## src/rtl/guncelleme_zamanlayici.sv

```systemverilog
// Predictor update scheduler: round-robin arbitration of branch/jump updates into a FIFO drained into a registered update port.
// Optional macro GUNCELLEME_BYPASS_EN loads an accepted request straight into the output register when the queue is empty.
module guncelleme_zamanlayici #(
   parameter int DERINLIK = 4
) (
   input  logic        clk_g,
   input  logic        rst_g,
   input  logic        i_br_gecerli,
   output logic        o_br_hazir,
   input  logic [31:0] i_br_buyruk,
   input  logic [31:0] i_br_buyruk_adresi,
   input  logic [31:0] i_br_atlanan_adres,
   input  logic        i_br_atladi,
   input  logic        i_br_ongoru_yanlis,
   input  logic        i_ju_gecerli,
   output logic        o_ju_hazir,
   input  logic [31:0] i_ju_buyruk,
   input  logic [31:0] i_ju_buyruk_adresi,
   input  logic [31:0] i_ju_atlanan_adres,
   input  logic        i_ju_atladi,
   input  logic        i_ju_ongoru_yanlis,
   input  logic        i_temizle,
   input  logic        i_durdur,
   output logic        guncelle_gecerli_g,
   output logic [31:0] o_eski_buyruk,
   output logic [31:0] o_eski_buyruk_adresi,
   output logic        o_buyruk_atladi,
   output logic [31:0] o_atlanan_adres,
   output logic        o_ongoru_yanlis,
   output logic [15:0] o_yanlis_sayisi
);

   localparam int            AW    = $clog2(DERINLIK);
   localparam logic [AW:0]   DOLU  = (AW+1)'(DERINLIK);

   typedef struct packed {
      logic [31:0] buyruk;
      logic [31:0] adres;
      logic [31:0] atlanan;
      logic        atladi;
      logic        yanlis;
   } guncelleme_t;

   guncelleme_t   mem_q [DERINLIK];
   logic [AW-1:0] wr_ptr_q, wr_ptr_d;
   logic [AW-1:0] rd_ptr_q, rd_ptr_d;
   logic [AW:0]   sayac_q, sayac_d;
   logic          rr_q, rr_d;
   logic          gecerli_q, gecerli_d;
   guncelleme_t   cikis_q, cikis_d;
   logic [15:0]   yanlis_sayisi_q, yanlis_sayisi_d;

   guncelleme_t   br_yuk, ju_yuk, giris;
   logic          br_izin, ju_izin;
   logic          dolu, bos, push, pop, bypass, yaz;

   assign br_yuk = '{buyruk: i_br_buyruk, adres: i_br_buyruk_adresi, atlanan: i_br_atlanan_adres,
                     atladi: i_br_atladi, yanlis: i_br_ongoru_yanlis};
   assign ju_yuk = '{buyruk: i_ju_buyruk, adres: i_ju_buyruk_adresi, atlanan: i_ju_atlanan_adres,
                     atladi: i_ju_atladi, yanlis: i_ju_ongoru_yanlis};

   // rr_q = 0 favours the branch unit when both request in the same cycle
   always_comb begin
      br_izin = i_br_gecerli;
      ju_izin = i_ju_gecerli;
      if (i_br_gecerli && i_ju_gecerli) begin
         br_izin = ~rr_q;
         ju_izin = rr_q;
      end
   end

   assign dolu = (sayac_q == DOLU);
   assign bos  = (sayac_q == '0);

   // rst_g gates hazir so neither requester sees a handshake while reset is held
   assign o_br_hazir = rst_g & ~dolu & ~i_temizle & br_izin;
   assign o_ju_hazir = rst_g & ~dolu & ~i_temizle & ju_izin;

   assign push  = (i_br_gecerli & o_br_hazir) | (i_ju_gecerli & o_ju_hazir);
   assign giris = o_ju_hazir ? ju_yuk : br_yuk;
   assign pop   = ~i_temizle & ~i_durdur & ~bos;

`ifdef GUNCELLEME_BYPASS_EN
   assign bypass = push & bos & ~i_durdur;
`else
   assign bypass = 1'b0;
`endif

   assign yaz = push & ~bypass;

   always_comb begin
      wr_ptr_d        = wr_ptr_q;
      rd_ptr_d        = rd_ptr_q;
      sayac_d         = sayac_q;
      rr_d            = rr_q;
      gecerli_d       = 1'b0;
      cikis_d         = cikis_q;
      yanlis_sayisi_d = yanlis_sayisi_q;
      if (i_temizle) begin
         wr_ptr_d = '0;
         rd_ptr_d = '0;
         sayac_d  = '0;
      end else begin
         if (push && i_br_gecerli && i_ju_gecerli)
            rr_d = ~rr_q;
         if (pop) begin
            gecerli_d = 1'b1;
            cikis_d   = mem_q[rd_ptr_q];
            rd_ptr_d  = rd_ptr_q + 1'b1;
         end else if (bypass) begin
            gecerli_d = 1'b1;
            cikis_d   = giris;
         end
         if (yaz)
            wr_ptr_d = wr_ptr_q + 1'b1;
         case ({yaz, pop})
            2'b10:   sayac_d = sayac_q + 1'b1;
            2'b01:   sayac_d = sayac_q - 1'b1;
            default: sayac_d = sayac_q;
         endcase
      end
      if (gecerli_d && cikis_d.yanlis && (yanlis_sayisi_q != 16'hFFFF))
         yanlis_sayisi_d = yanlis_sayisi_q + 16'd1;
   end

   // NOTE: the storage array has no reset; occupancy and pointers alone decide what is valid.
   always_ff @(posedge clk_g) begin
      if (yaz)
         mem_q[wr_ptr_q] <= giris;
   end

   // NOTE: every register uses non-blocking assignment so all _q values update together at the edge.
   always_ff @(posedge clk_g or negedge rst_g) begin
      if (!rst_g) begin
         wr_ptr_q        <= '0;
         rd_ptr_q        <= '0;
         sayac_q         <= '0;
         rr_q            <= 1'b0;
         gecerli_q       <= 1'b0;
         cikis_q         <= '0;
         yanlis_sayisi_q <= '0;
      end else begin
         wr_ptr_q        <= wr_ptr_d;
         rd_ptr_q        <= rd_ptr_d;
         sayac_q         <= sayac_d;
         rr_q            <= rr_d;
         gecerli_q       <= gecerli_d;
         cikis_q         <= cikis_d;
         yanlis_sayisi_q <= yanlis_sayisi_d;
      end
   end

   assign guncelle_gecerli_g   = gecerli_q;
   assign o_eski_buyruk        = cikis_q.buyruk;
   assign o_eski_buyruk_adresi = cikis_q.adres;
   assign o_buyruk_atladi      = cikis_q.atladi;
   assign o_atlanan_adres      = cikis_q.atlanan;
   assign o_ongoru_yanlis      = cikis_q.yanlis;
   assign o_yanlis_sayisi      = yanlis_sayisi_q;

endmodule

```

## config.mk

```make
export PLATFORM = sky130hd
export DESIGN_NAME = guncelleme_zamanlayici
export DESIGN_NICKNAME = d
export VERILOG_FILES = /design/src/rtl/guncelleme_zamanlayici.sv
export SDC_FILE = /design/constraint.sdc
export NUM_CORES = 1
export LEC_CHECK = 0
export ABC_CLOCK_PERIOD_IN_PS = 4500
export CAP_MARGIN = 20
export CORE_MARGIN = 5
export CORE_UTILIZATION = 54
export CTS_CLUSTER_DIAMETER = 30
export DETAILED_ROUTE_END_ITERATION = 16
export PLACE_DENSITY = 0.77
export SKIP_LAST_GASP = 1
export SYNTH_ARGS = -nofsm -noshare
export SYNTH_HDL_FRONTEND = slang
export SYNTH_SLANG_ARGS = --single-unit
```

## constraint.sdc

```tcl
create_clock -name clk_g -period 4.5 [get_ports clk_g]
set_input_delay 0.9 -clock clk_g [delete_from_list [all_inputs] [get_ports clk_g]]
set_output_delay 0.9 -clock clk_g [all_outputs]
set_load 0.05 [all_outputs]
```

==> summary.md, run 1 <==
| Metric | Value |
|---|---|
| RSZ-0062 raised after global routing | false |
| DRT Wirelength | 46800 um |
| Drt initial violations | 805 |
| Share of layout cells above drive strength 1 | 24.8% |
| Clock sink count | between 500 and 600 |
| Vias in the first global route | between 10000 and 15000 |
| Worst EP required | around 3.6 ns |
| GRT Total Usage | 23.0% |
| CTS root buf | clkbuf_16 |
| Fmax | 253 MHz |
| Detailed-route DRC error count | 0 |
| Vias per Instance | ~5.6 |
| Site Rows | 71 |
| Final antenna-violating net count | 0 |
| Post-synth EDFFs | ~390 |
| Largest net degree at the start of global routing | 100 |
| Mean post-synth cell area | about 17 um^2 |
| PostCTS Resize Cnt | 0 |
| First-pass GRT wire length | 73100 um |
| CTS Buffer Depth | 3 |
| Synth Instances | about 1200 |
| Crit share post-route | about 90% |
| Routability cong. | 0.784 |
| Final worst path period need | 3.95 ns |
| CP Capture Type | primary output |
| Top post-synthesis cells by count | edfxtp_1 (392), nand2_1 (302), dfrtp_1 (123) |
| CP max FO | 10 |
| Antenna violations before repair | 0 |
| Final Hold Viols | 0 |
| Die boundary width | 204 um |
| #FFs+latches synth | 515 |
| Worst reg2reg path depth | 5 |
| Grt total ovfl | 0 |
| Wire length per cell | roughly 22 um |
| Top Ports | 319 |
| Hpwl dp | ~26000 um |
| Max VDD drop | roughly 500 uV |
| Critical path launch point type | input pin |
| Synth top area share | 58.1% |
| Via count | 11711 |
| Worst slew pin tran | 0.875 ns |
| Max-cap viol count | 0 |
| Synthesized net count | 1382 |
| Core Area | 37300 um^2 |
| Final WS setup | 0.550 ns |
| Sum of negative setup slack | 0 ns |
| CTS Hold Buffers Added | 0 |
| Final slew viol count | 0 |
| Reg2Reg Launch Point | sayac_q[0] |
| P&R area growth vs syn | 36.3% |
| Mapped Area | 20300 um^2 |
| FF-to-FF End | sayac_q[0] |
| Distinct cells, synth | 40 |
| R2R setup slack | between 1.5 and 2 ns |
| Port-buffer cells | 318 |
| Synth area leaders | edfxtp_1 (58%), dfrtp_1 (15%), mux4_2 (11%), mux2_2 (5.7%), nand2_1 (5.6%) |
| Clock Skews | about 0.023 ns |
| Critical Path AT | about 3.1 ns |
| Critical path endpoint | o_br_hazir |
| Max H-tree Level | 3 |
| Final setup violating endpoints | 0 |
| Worst hold margin | roughly 0.17 ns |
| CTS clk-pin slew, worst paths | 0.05 ns |
| Fin cells | 2109 |
| Leak pwr | 10.2 nW |
| Die Ht | 204 um |
| Async S/R FF share, synth | approximately a quarter |
| Power Density | 676 nW/um^2 |
| Worst slack, placed | slightly below 0.6 ns |
| Synth warnings | 0 |
| Clock latency on the worst-skew pair | 0.60 ns |
| CTS Buf Count | 96 |
| Critical path origin | i_temizle |
| Area leader, netlist | edfxtp_1 |
| Slew margin rel. | 41.7% |
| Seq/Total Area, Yosys | roughly three quarters |
| Placed cells | 1927 |
| Design Area, Final | 27600 um^2 |
| Most used DFF post-synth | edfxtp_1 |
| Hold WC Path Type | in -> async |
| Status | finished clean |
| Cell with the most instances after synthesis | edfxtp_1 |
| Placed inst area | 24100 um^2 |
| Setup Fix Bufs, Post-CTS | 0 |
| Initial Utilization | 54.3% |
| Class of the most critical setup path | in -> out |
| Die area | 41500 um^2 |
| TritonRoute pass-1 iters | 5 |
| CTS tree | yes |
| Antenna cells | 0 |
| Post-layout net count | 1760 |
## logic make-up after synthesis
group	after synthesis	synth area share [%]
and+or+nand+nor	360	7.31
adders and majority gates	6	0.408
DFF	515	73.3
AOI/OAI and AO/OA	9	0.315
xor gates and xnor gates	18	0.778
muxes	201	16.6
buffers and inverters	65	1.29
## flip-flops by register name, indices dropped and copies added (netlist names)
register,cells
guncelle_gecerli_g,1
mem_q,392
o_atlanan_adres,32
o_buyruk_atladi,1
o_eski_buyruk,32
o_eski_buyruk_adresi,32
o_ongoru_yanlis,1
o_yanlis_sayisi,16
rd_ptr_q,2
rr_q,1
sayac_q,3
wr_ptr_q,2
## metal layers
layer	wire (um)	vias up	GRT usage (%)
li1	-	5209	-
met1	17700	5970	28.7
met2	24500	440	39.2
met3	3320	92	5.99
met4	1310	0	8.55
met5	0	-	0
## layout make-up
class | count | area (um^2)
well taps | 474 | 593
fillers | 2239 | 9690
multi-input cells | 594 | 5180
inverters | 7 | 28.8
clock buffers | 117 | 2650
flip-flops and latches | 515 | 14900
clock inverters | 64 | 892
repair buffers | 338 | 3430
## cells in the final DEF (no fill, tap or decap), types with 12 or more instances in the layout
| cell | instances |
|---|---|
| nand2_1 | 302 |
| bufinv_16 | 17 |
| buf_4 | 12 |
| edfxtp_1 | 392 |
| clkbuf_16 | 100 |
| mux2_2 | 102 |
| clkdlybuf4s50_1 | 316 |
| inv_6 | 15 |
| dfrtp_1 | 121 |
| xor2_1 | 12 |
| mux4_2 | 98 |
## metrics by stage
stage | power (mW) | util (%)
3_3_place_gp | 11.0 | 64.5
3_5_place_dp | 11.1 | 64.5
6_report | 18.7 | 74.0
2_1_floorplan | 9.37 | -
5_1_grt | 19.4 | 74.0
4_1_cts | 18.9 | 74.0
## power by group
part	switching, mW	internal, mW	leakage, nW
combinational	3.04	1.82	3.45
sequential	0.341	5.80	5.09
clock	2.47	5.21	1.70
## worst max-delay path: stages
cell	delay (ns)
clkdlybuf4s50_1	0.60
nand2b_1	0.26
a21oi_1	0.29
and3_1	0.20
clkdlybuf4s50_1	0.80
## worst min path at each step
stage / startpoint / to / slack (ns) / cells after the start
after floorplan: rr_q / rr_q / 0.46 / 1
after global placement: o_eski_buyruk_adresi[21] / o_eski_buyruk_adresi[21] / 0.46 / 2
after detailed placement: o_eski_buyruk_adresi[9] / o_eski_buyruk_adresi[9] / 0.46 / 2
after CTS: rst_g / o_yanlis_sayisi[3] / 0.16 / 1
after global routing: rst_g / o_ongoru_yanlis / 0.18 / 1
final: rst_g / o_yanlis_sayisi[3] / 0.17 / 1
Note: power is estimated with default switching activity, not from simulation.
==> inputs of run 2 (changes only) <==
--- a/config.mk
+++ b/config.mk
@@ -10,6 +10,7 @@
 export CORE_MARGIN = 5
 export CORE_UTILIZATION = 54
 export CTS_CLUSTER_DIAMETER = 30
+export CTS_CLUSTER_SIZE = 8
 export DETAILED_ROUTE_END_ITERATION = 16
 export PLACE_DENSITY = 0.77
 export SKIP_LAST_GASP = 1
==> run 2 against run 1 <==
  * Setup slack gained 0.0074 ns
  * Die area is the same
  * Cell area shrank 0.75%
  * Global-route usage shrank 0.16 points
  * Wire length shrank 1.1%
  * Register-to-register slack gained 0.04 ns
  * Power shrank 2.4%
  * Sequential power is essentially flat
  * Largest cell class unchanged
==> summary.md, run 2 (same netlist as run 1, synthesis figures left out) <==
| Metric | Value |
|---|---|
| Clock Skews | 0.0192 ns |
| Wire length per cell | 22.0 um |
| Share of layout cells above drive strength 1 | 23.4% |
| Max FFs per register | approximately 390 |
| GRT Total Usage | between 20% and 30% |
| Vias in the first global route | 12861 |
| CP Capture Type | primary output |
| Antenna cells | 0 |
| Final slew viol count | 0 |
| Top Ports | 319 |
| RSZ-0062 raised after global routing | false |
| Status | finished clean |
| Die boundary width | 204 um |
| Power Density | 665 nW/um^2 |
| Final worst path period need | between 3 and 4 ns |
| Placed inst area | 24100 um^2 |
| Drt initial violations | 825 |
| Worst slew pin tran | around 1.1 ns |
| Crit share post-route | ~88% |
| First-pass GRT wire length | 72400 um |
| Most common cell after layout, fill and taps aside | edfxtp_1 |
| PostCTS Resize Cnt | 0 |
| Final setup violating endpoints | 0 |
| Largest Register | mem_q |
| Detailed-route DRC error count | 0 |
| Clock latency on the worst-skew pair | 0.60 ns |
| CP max FO | 10 |
| Initial Utilization | between 50% and 60% |
| CTS tree | yes |
| Max H-tree Level | 3 |
| Class of the most critical setup path | in -> out |
| Via count | around 12000 |
| CTS clk-pin slew, worst paths | 0.04 ns |
| Final antenna-violating net count | 0 |
| Die area | 41500 um^2 |
| P&R area growth vs syn | 35.3% |
| Final core utilization | 73.5% |
| Most frequent cells in the layout | edfxtp_1 (392), clkdlybuf4s50_1 (316), nand2_1 (302), dfrtp_1 (121), mux2_2 (102) |
| Site Rows | 71 |
| Critical path origin | i_temizle |
| Leak pwr | 10.1 nW |
| Max-cap viol count | 0 |
| Setup Fix Bufs, Post-CTS | 0 |
| Vias per Instance | 5.51 |
| Final Hold Viols | 0 |
| Port-buffer cells | 318 |
| Antenna violations before repair | 2 |
| Fmax | around 250 MHz |
| Largest net degree at the start of global routing | 100 |
| TritonRoute pass-1 iters | 5 |
| Reg2Reg Launch Point | sayac_q[0] |
| Critical path launch point type | input pin |
| Design Area, Final | 27400 um^2 |
| CTS Hold Buffers Added | 0 |
| Post-layout net count | between 1500 and 2000 |
| CTS Buf Count | 97 |
| Core Area | 37300 um^2 |
| CTS root buf | clkbuf_16 |
| Hold WC Path Type | in -> async |
| Hpwl dp | 25700 um |
| Routability cong. | 0.784 |
| Grt total ovfl | 0 |
| Max VDD drop | a little under 500 uV |
| Die Ht | 204 um |
| Slew margin rel. | 27.2% |
| DRT Wirelength | between 40000 and 50000 um |
| Worst EP required | 3.60 ns |
| Sum of negative setup slack | 0 ns |
| Clock sink count | 515 |
| CTS Buffer Depth | 3 |
| Critical Path AT | 3.04 ns |
-- run 2: changes by cell type in the layout (fill, tap and decap cells not counted), sizes merged --
cell	before	now
clkbuf	118	135
inv	25	8
bufinv	17	14
clkinvlp	11	8
clkinv	18	20
-- run 2: stage by stage --
step	power, mW	worst slack, ns	instances	hold slack (ns)
floorplan	9.37	0.761	1174	0.458
global placement	11.0	0.592	1927	0.458
detailed placement	11.1	0.577	1927	0.461
CTS	18.4	0.565	2105	0.163
global route	19.0	0.497	2105	0.186
finish	18.2	0.558	2105	0.181
-- run 2: worst max-delay path, cell delays in order --
cell             delay, ns
clkdlybuf4s50_1       0.59
nand2b_1              0.25
a21oi_1               0.30
and3_1                0.20
clkdlybuf4s50_1       0.80
-- run 2: power breakdown --
part	switching [mW]	total [mW]	internal (mW)
combinational	3.03	4.85	1.82
sequential	0.337	6.14	5.81
clock	2.24	7.24	5.00
-- run 2: layer usage --
layer	wire length, um	vias up	share of wire [%]	GRT usage [%]
li1	-	5198	-	-
met3	3300	63	7.1	6.12
met1	17900	5909	39	28.8
met2	24000	421	52	38.9
met4	1080	2	2.3	7.52
met5	13	-	0.028	0
-- run 2: worst paths after layout --
path | slack [ns] | depth (start not counted) | end
hold / removal | 0.18 | 1 | o_yanlis_sayisi[3]
min in group clk_g | 0.47 | 2 | o_eski_buyruk_adresi[22]
hold reg to reg | 0.47 | 2 | o_eski_buyruk_adresi[22]
setup / recovery | 0.56 | 5 | o_br_hazir
setup reg to reg | 1.79 | 5 | sayac_q[0]
max in group asynchronous | 3.18 | 2 | rd_ptr_q[1]
-- run 2: cell type report --
| type | count | area [um^2] |
|---|---|---|
| clock inverter | 43 | 602 |
| clock buffer | 135 | 2730 |
| fill | 2219 | 9890 |
| tap | 474 | 593 |
| sequential | 515 | 14900 |
| multi-input combinational | 594 | 5180 |
| timing repair buffer | 337 | 3420 |
| inverter | 7 | 28.8 |
